**config.mk**
```make
export PLATFORM = sky130hd
export DESIGN_NAME = ma_stbuf
export DESIGN_NICKNAME = d
export VERILOG_FILES = /design/src/rtl/ma_pkg.sv /design/src/rtl/ma_st_align.sv /design/src/rtl/ma_stbuf.sv
export SDC_FILE = /design/constraint.sdc
export NUM_CORES = 1
export LEC_CHECK = 0
export CORE_MARGIN = 2
export CORE_UTILIZATION = 30
export CTS_BUF_LIST = sky130_fd_sc_hd__clkbuf_8 sky130_fd_sc_hd__clkbuf_16
export DETAILED_ROUTE_END_ITERATION = 12
export HOLD_SLACK_MARGIN = 0.06
export PLACE_DENSITY = 0.52
export SETUP_SLACK_MARGIN = 0.1
export SYNTH_ARGS = -nofsm -noshare
export SYNTH_HDL_FRONTEND = slang
export SYNTH_HIERARCHICAL = 1
export SYNTH_SLANG_ARGS = --single-unit
```
**constraint.sdc**
```tcl
create_clock -name clk -period 7.81 [get_ports clk]
set_input_delay 1.562 -clock clk [delete_from_list [all_inputs] [get_ports clk]]
set_output_delay 1.562 -clock clk [all_outputs]
set_load 0.1 [all_outputs]
```
**src/rtl/ma_pkg.sv**
```systemverilog
// Memory-access stage shared types: ldst codes, IO region tag,
// store-buffer entry layout and a byte-enable expansion helper.
package ma_pkg;

  localparam logic [2:0] LDST_B = 3'b000;
  localparam logic [2:0] LDST_H = 3'b001;
  localparam logic [2:0] LDST_W = 3'b010;

  localparam logic [1:0] IO_REGION = 2'b11;

  // Word address field is sized for the widest RAM;
  // narrower RAMs zero-extend into it.
  localparam int SB_AW = 30;

  typedef struct packed {
    logic [SB_AW-1:0] adr;
    logic [31:0]      data;
    logic [3:0]       be;
  } sb_entry_t;

  function automatic logic [31:0] be2mask(
    input logic [3:0] be
  );
    return {{8{be[3]}}, {8{be[2]}},
            {8{be[1]}}, {8{be[0]}}};
  endfunction

endpackage

```
**src/rtl/ma_st_align.sv**
```systemverilog
// Store aligner: replicates right-justified data onto byte lanes
// and builds byte enables. Ports: adr_i, code_i, data_i -> data_o, be_o.
module ma_st_align
  import ma_pkg::*;
(
  input  logic [1:0]  adr_i,
  input  logic [2:0]  code_i,
  input  logic [31:0] data_i,
  output logic [31:0] data_o,
  output logic [3:0]  be_o
);

  logic is_b;
  logic is_h;
  logic is_w;

  assign is_b = (code_i == LDST_B);
  assign is_h = (code_i == LDST_H);
  assign is_w = (code_i == LDST_W);

  // Unsupported codes leave be_o at zero, which the
  // caller treats as "no memory effect".
  always_comb begin
    data_o = '0;
    be_o   = '0;
    unique case (1'b1)
      is_b: begin
        data_o = {4{data_i[7:0]}};
        be_o   = 4'b0001 << adr_i;
      end
      is_h: begin
        data_o = {2{data_i[15:0]}};
        be_o   = adr_i[1] ? 4'b1100 : 4'b0011;
      end
      is_w: begin
        data_o = data_i;
        be_o   = 4'b1111;
      end
      default: ;
    endcase
  end

endmodule

```
**src/rtl/ma_stbuf.sv**
```systemverilog
// MA-stage store buffer with store combining, byte forwarding to
// loads and in-order IO. Ports: MA command in, RAM/IO ports out.
module ma_stbuf
  import ma_pkg::*;
#(
  parameter int DWIDTH   = 11,
  parameter int SB_DEPTH = 4
) (
  input  logic              clk,
  input  logic              rst_n,
  input  logic              cmd_ld_ma,
  input  logic              cmd_st_ma,
  input  logic [31:0]       adr_ma,
  input  logic [31:0]       st_data_ma,
  input  logic [2:0]        ldst_code_ma,
  input  logic              rst_pipe_ma,
  input  logic              ram_wr_block,
  input  logic              drain_req,
  output logic [DWIDTH-1:0] ram_radr,
  output logic [DWIDTH-1:0] ram_wadr,
  input  logic [31:0]       ram_rdata,
  output logic [31:0]       ram_wdata,
  output logic [3:0]        ram_wen,
  output logic              io_we,
  output logic [13:0]       io_adr,
  output logic [31:0]       io_wdata,
  output logic [31:0]       ld_data_wb,
  output logic              stall_sb,
  output logic              sb_empty
);

  localparam int PW = $clog2(SB_DEPTH);
  localparam int CW = PW + 1;

  sb_entry_t       ent_q [SB_DEPTH];
  sb_entry_t       ent_d [SB_DEPTH];
  logic [PW-1:0]   rd_q, rd_d;
  logic [PW-1:0]   wr_q, wr_d;
  logic [CW-1:0]   cnt_q, cnt_d;
  logic [3:0]      fmask_q, fmask_d;
  logic [31:0]     fdata_q, fdata_d;

  logic [31:0]     al_data;
  logic [3:0]      al_be;
  logic            code_ok;
  logic            is_io;
  logic            io_acc;
  logic            st_ram;
  logic            full;
  logic            pop;
  logic            push;
  logic            comb;
  logic [PW-1:0]   yng;
  logic [SB_AW-1:0] madr;
  logic [3:0]      fmask;
  logic [31:0]     fdata;
  logic [PW-1:0]   idx;
  logic [31:0]     wmask;
  logic            unused_adr;

  ma_st_align u_align (
    .adr_i  (adr_ma[1:0]),
    .code_i (ldst_code_ma),
    .data_i (st_data_ma),
    .data_o (al_data),
    .be_o   (al_be)
  );

  assign unused_adr = ^adr_ma;

  assign code_ok = |al_be;
  assign is_io   = (adr_ma[31:30] == IO_REGION);
  assign io_acc  = (cmd_ld_ma | cmd_st_ma) & is_io;
  assign st_ram  = cmd_st_ma & ~is_io & code_ok;
  assign madr    = SB_AW'(adr_ma[DWIDTH+1:2]);

  assign sb_empty = (cnt_q == '0);
  assign full     = (cnt_q == CW'(SB_DEPTH));
  assign pop      = ~sb_empty & ~ram_wr_block;

  // A full buffer still takes a store when the head
  // drains in the same cycle.
  assign stall_sb = (cmd_st_ma & ~is_io & full & ~pop)
                  | (io_acc & ~sb_empty)
                  | (cmd_st_ma & drain_req);

  assign push = st_ram & ~stall_sb & ~rst_pipe_ma;
  assign yng  = wr_q - PW'(1);

  // Never merge into an entry that is leaving this cycle:
  // the bytes would be lost with it.
  assign comb = push & ~sb_empty
              & (ent_q[yng].adr == madr)
              & ~(pop & (cnt_q == CW'(1)));

  assign wmask = be2mask(al_be);

  always_comb begin
    ent_d = ent_q;
    rd_d  = rd_q;
    wr_d  = wr_q;
    if (pop) begin
      rd_d = rd_q + PW'(1);
    end
    if (comb) begin
      ent_d[yng].data = (ent_q[yng].data & ~wmask)
                      | (al_data & wmask);
      ent_d[yng].be   = ent_q[yng].be | al_be;
    end else if (push) begin
      ent_d[wr_q].adr  = madr;
      ent_d[wr_q].data = al_data;
      ent_d[wr_q].be   = al_be;
      wr_d = wr_q + PW'(1);
    end
    cnt_d = cnt_q
          + CW'(push & ~comb)
          - CW'(pop);
  end

  // Walk oldest to youngest so later stores overwrite
  // earlier ones byte by byte.
  always_comb begin
    fmask = '0;
    fdata = '0;
    idx   = '0;
    for (int k = 0; k < SB_DEPTH; k++) begin
      idx = rd_q + PW'(k);
      if ((CW'(k) < cnt_q) &&
          (ent_q[idx].adr == madr)) begin
        for (int b = 0; b < 4; b++) begin
          if (ent_q[idx].be[b]) begin
            fmask[b]        = 1'b1;
            fdata[8*b +: 8] = ent_q[idx].data[8*b +: 8];
          end
        end
      end
    end
  end

  always_comb begin
    fmask_d = '0;
    fdata_d = '0;
    if (cmd_ld_ma & ~is_io & ~rst_pipe_ma) begin
      fmask_d = fmask;
      fdata_d = fdata;
    end
  end

  always_ff @(posedge clk or negedge rst_n) begin
    if (!rst_n) begin
      for (int i = 0; i < SB_DEPTH; i++) begin
        ent_q[i] <= '0;
      end
      rd_q    <= '0;
      wr_q    <= '0;
      cnt_q   <= '0;
      fmask_q <= '0;
      fdata_q <= '0;
    end else begin
      ent_q   <= ent_d;
      rd_q    <= rd_d;
      wr_q    <= wr_d;
      cnt_q   <= cnt_d;
      fmask_q <= fmask_d;
      fdata_q <= fdata_d;
    end
  end

  assign ram_radr  = adr_ma[DWIDTH+1:2];
  assign ram_wadr  = ent_q[rd_q].adr[DWIDTH-1:0];
  assign ram_wdata = ent_q[rd_q].data;
  assign ram_wen   = pop ? ent_q[rd_q].be : 4'b0000;

  assign io_we    = cmd_st_ma & is_io & code_ok
                  & ~stall_sb & ~rst_pipe_ma;
  assign io_adr   = adr_ma[15:2];
  assign io_wdata = al_data;

  assign ld_data_wb = (fdata_q & be2mask(fmask_q))
                    | (ram_rdata & ~be2mask(fmask_q));

endmodule
```
==> summary by stage <==
Synthesis
In this run, synthesis produced a sequential element count of 231. The sequential cell area fraction in the yosys report is 31.1%. The post-synthesis cell type count is 78. The most frequently used flop master after synthesis is sky130_fd_sc_hd__dfrtp_1. The post-synthesis net count is 2,218. For this run, the number of Yosys warnings is 6. The mapped netlist covers 0.0186 mm². Synthesis handed over a netlist of 2,099 instances. The number of enable flip-flop cells after synthesis is 0. In this run the mean area of a mapped cell was 8.86 µm². The share of synthesized registers carrying an async set or reset is 100%.

Die
The starting utilization of the core area is 30.2%. The floorplan has 91 rows. The total die area is 0.0640 mm². From left edge to right edge, the die measures 253 µm.

The total area inside the core boundary comes to 0.0615 mm². For this design the top-level I/O count stands at 245. The height of the die is 253 µm.

Clock network
Hold repair after CTS inserted 0 buffers. Post-CTS repair changed the size of 0 cells. The root buffer selected by CTS is sky130_fd_sc_hd__clkbuf_16. The clock network latency to the later pin of the worst-skew pair is 0.63 ns. The number of setup buffers added after CTS is 0. Buffers inserted during clock tree synthesis total 30.

The TritonCTS clock tree is built. The number of clock sinks is 231. The clock input transition at the sequential cells of the worst setup and hold paths is 0.06 ns. The total number of H-tree levels is 1. The maximum buffer depth of the clock tree is 3.

Timing
The highest achievable clock rate is 0.160 GHz. The setup violation total in the final timing report is 0. In the finished design, the share of the clock period the worst path needs comes to 80.0%. Headroom to the max-slew limit came out at 13.0%. The total count of hold-check failures in the final report is 0. Setup repair after global routing left no endpoint under its margin. The routed design could run at a clock period as short as 6.25 ns.

The max-slew violation count is 0. The worst clock skew on the final layout is 0.0375 ns. The transition time of the tightest slew-check pin is 1.30 ns. The setup TNS is 0 ns.

Critical path
The number of buffers and inverters on the critical path is 3. The largest single stage delay on the critical path is 1.27 ns. The data arrival at the endpoint of the critical path is 4.69 ns. The setup path with the least slack is of type input port to output pin.

The most numerous cell type found on the critical path is sky130_fd_sc_hd__clkdlybuf4s50_1. The largest individual stage delay along the critical path comes from the cell sky130_fd_sc_hd__clkdlybuf4s50_1. The startpoint kind of the worst setup timing path is an input port. Of all nets on the critical path, the largest fanout is 31.

The worst setup path is captured at an output pin. Among cell families on the critical path, the largest total delay comes from buffers and inverters. The data required time at the worst endpoint is 6.25 ns. Walking the worst path, the cells encountered are clkdlybuf4s50_1 > buf_4 > nor2b_1 > nand2_1 > o22ai_1 > clkdlybuf4s50_1.

Pwr
The total power density per cell area is 507 mW/mm². For this design the static power due to leakage is 0.00957 µW. The overall power of the completed layout is 11,300 µW. The largest vdd supply drop is 454 µV.

Detailed routing
Detailed routing inserted a total of 17,600 vias. The number of antenna-violating nets in the routed design is 0. The wire length after detailed routing is 72,300 µm.

The violation count after the first detailed-routing iteration is 1,743. Before antenna repair, the detailed router went through 8 iterations. The DRC violation count after routing is 0.

Using the TritonRoute via totals, the vias-per-cell ratio works out to 5.85. After detailed routing, the average wire length per cell comes to 24.1 µm.

Global routing
The final global-route overflow total is 0. For this run, the total global-route usage over all layers was measured as 22.2%. The number of antenna violations at the first check in global routing is 0.

The maximum number of pins on one net before global-route repair is 164. The number of global-route vias before repair is 17,200. The wire length of the first global-routing pass is 109,000 µm.

Place
The number of port buffers is 224. In this run the cell area measured after placement is 0.0212 mm². The congestion estimate from routability-driven global placement came to 0.856.

Detailed placement finished with a half-perimeter wire length of 46,600 µm.

Final layout
The post-route core utilization is 36.4%. Leaving out fill and tap cells, the most frequent cells in the layout are sky130_fd_sc_hd__dfrtp_1 (228), sky130_fd_sc_hd__nor2_1 (209), sky130_fd_sc_hd__clkdlybuf4s50_1 (198). The most common library cell in the layout ignoring fill and taps is sky130_fd_sc_hd__dfrtp_1.

The fraction of layout cells with a size suffix above 1 is 13.5%. The signed area change from the synthesized netlist to the final layout is 20.3%. The final layout net count is 2,313. With fillers left out, the area of the finished cells amounts to 0.0224 mm². The repair_antennas step left the layout with diodes totalling 0.

Status
The flow ran to the end, and the final reports show no timing, DRC or antenna violations.

Flow run
The count of maximum capacitance violations is 0.

Hold path
The class of the tightest hold or removal check is register to register.
state kept, by name (all words and copies together), names as in the netlist:
signal	flops
cnt_q	3
fmask_q	4
rd_q	2
fdata_q	32
ent_q	188
wr_q	2
kinds of logic after synthesis:
kind of cell | synth area share, %
AOI/OAI and AO/OA | 21.2
and+or+nand+nor | 14.3
xor gates and xnor gates | 2.54
muxes | 21.1
buffers and inverters | 8.85
DFF | 31.1
adders and majority gates | 0.915
cells in the mapped netlist (11+ instances only):
master	number	area [µm²]
sky130_fd_sc_hd__a211oi_1	11	82.6
sky130_fd_sc_hd__a21oi_1	108	541
sky130_fd_sc_hd__a221oi_1	131	1150
sky130_fd_sc_hd__a31oi_1	21	131
sky130_fd_sc_hd__and2_1	25	156
sky130_fd_sc_hd__buf_1	25	93.8
sky130_fd_sc_hd__buf_2	52	260
sky130_fd_sc_hd__buf_4	31	233
sky130_fd_sc_hd__clkbuf_1	92	345
sky130_fd_sc_hd__dfrtp_1	231	5780
sky130_fd_sc_hd__ha_1	12	150
sky130_fd_sc_hd__inv_1	158	593
sky130_fd_sc_hd__mux2_2	77	867
sky130_fd_sc_hd__mux2i_1	140	1400
sky130_fd_sc_hd__mux4_2	69	1550
sky130_fd_sc_hd__nand2_1	154	578
sky130_fd_sc_hd__nand3_1	54	270
sky130_fd_sc_hd__nor2_1	213	800
sky130_fd_sc_hd__nor2b_1	15	93.8
sky130_fd_sc_hd__nor3_1	34	170
sky130_fd_sc_hd__nor4_1	22	138
sky130_fd_sc_hd__o211a_1	13	130
sky130_fd_sc_hd__o211ai_1	36	270
sky130_fd_sc_hd__o21ai_0	112	561
sky130_fd_sc_hd__o22a_1	16	140
sky130_fd_sc_hd__o22ai_1	23	144
sky130_fd_sc_hd__o31ai_1	18	135
sky130_fd_sc_hd__xnor2_1	43	377
sky130_fd_sc_hd__xor2_1	11	96.3
worst paths after layout:
path,startpoint,to,slack [ns],cells after the start
min,ent_q[134],ent_q[134],0.56,1
max in group asynchronous,rst_n,rd_q[0],5.52,2
min reg2reg,ent_q[134],ent_q[134],0.56,1
min in group asynchronous,rst_n,fdata_q[18],0.96,1
max,ldst_code_ma[1],io_wdata[8],1.56,6
max reg2reg,rd_q[1],fdata_q[11],2.46,9
power breakdown:
part           total [µW]  internal [µW]  switching (µW)
registers            2360           1680             676
logic                7350           2540            4810
clock network        1620           1010             607
per-layer routing:
| layer | track usage (%) | wire length (µm) |
|---|---|---|
| met5 | 0 | 0 |
| met4 | 7.47 | 2130 |
| met3 | 2.72 | 4660 |
| met2 | 36.8 | 34900 |
| met1 | 29.9 | 30700 |
final cells by class:
cell class,count,area (µm²)
clock buffers,39,875
clock inverters,16,278
fillers,6200,39100
inverters,159,597
multi-input cells,1500,11200
flip-flops and latches,231,5790
well taps,790,988
repair buffers,272,2650
per-stage QoR:
step | std cells | setup slack, ns | hold slack (ns)
finish | 3007 | 1.56 | 0.559
global route | 3007 | 1.48 | 0.588
CTS | 3007 | 1.61 | 0.558
detailed placement | 2952 | 1.32 | 0.548
global placement | 2952 | 1.32 | 0.528
floorplan | 2099 | 1.90 | 0.498
(Power assumes the default switching activity.)
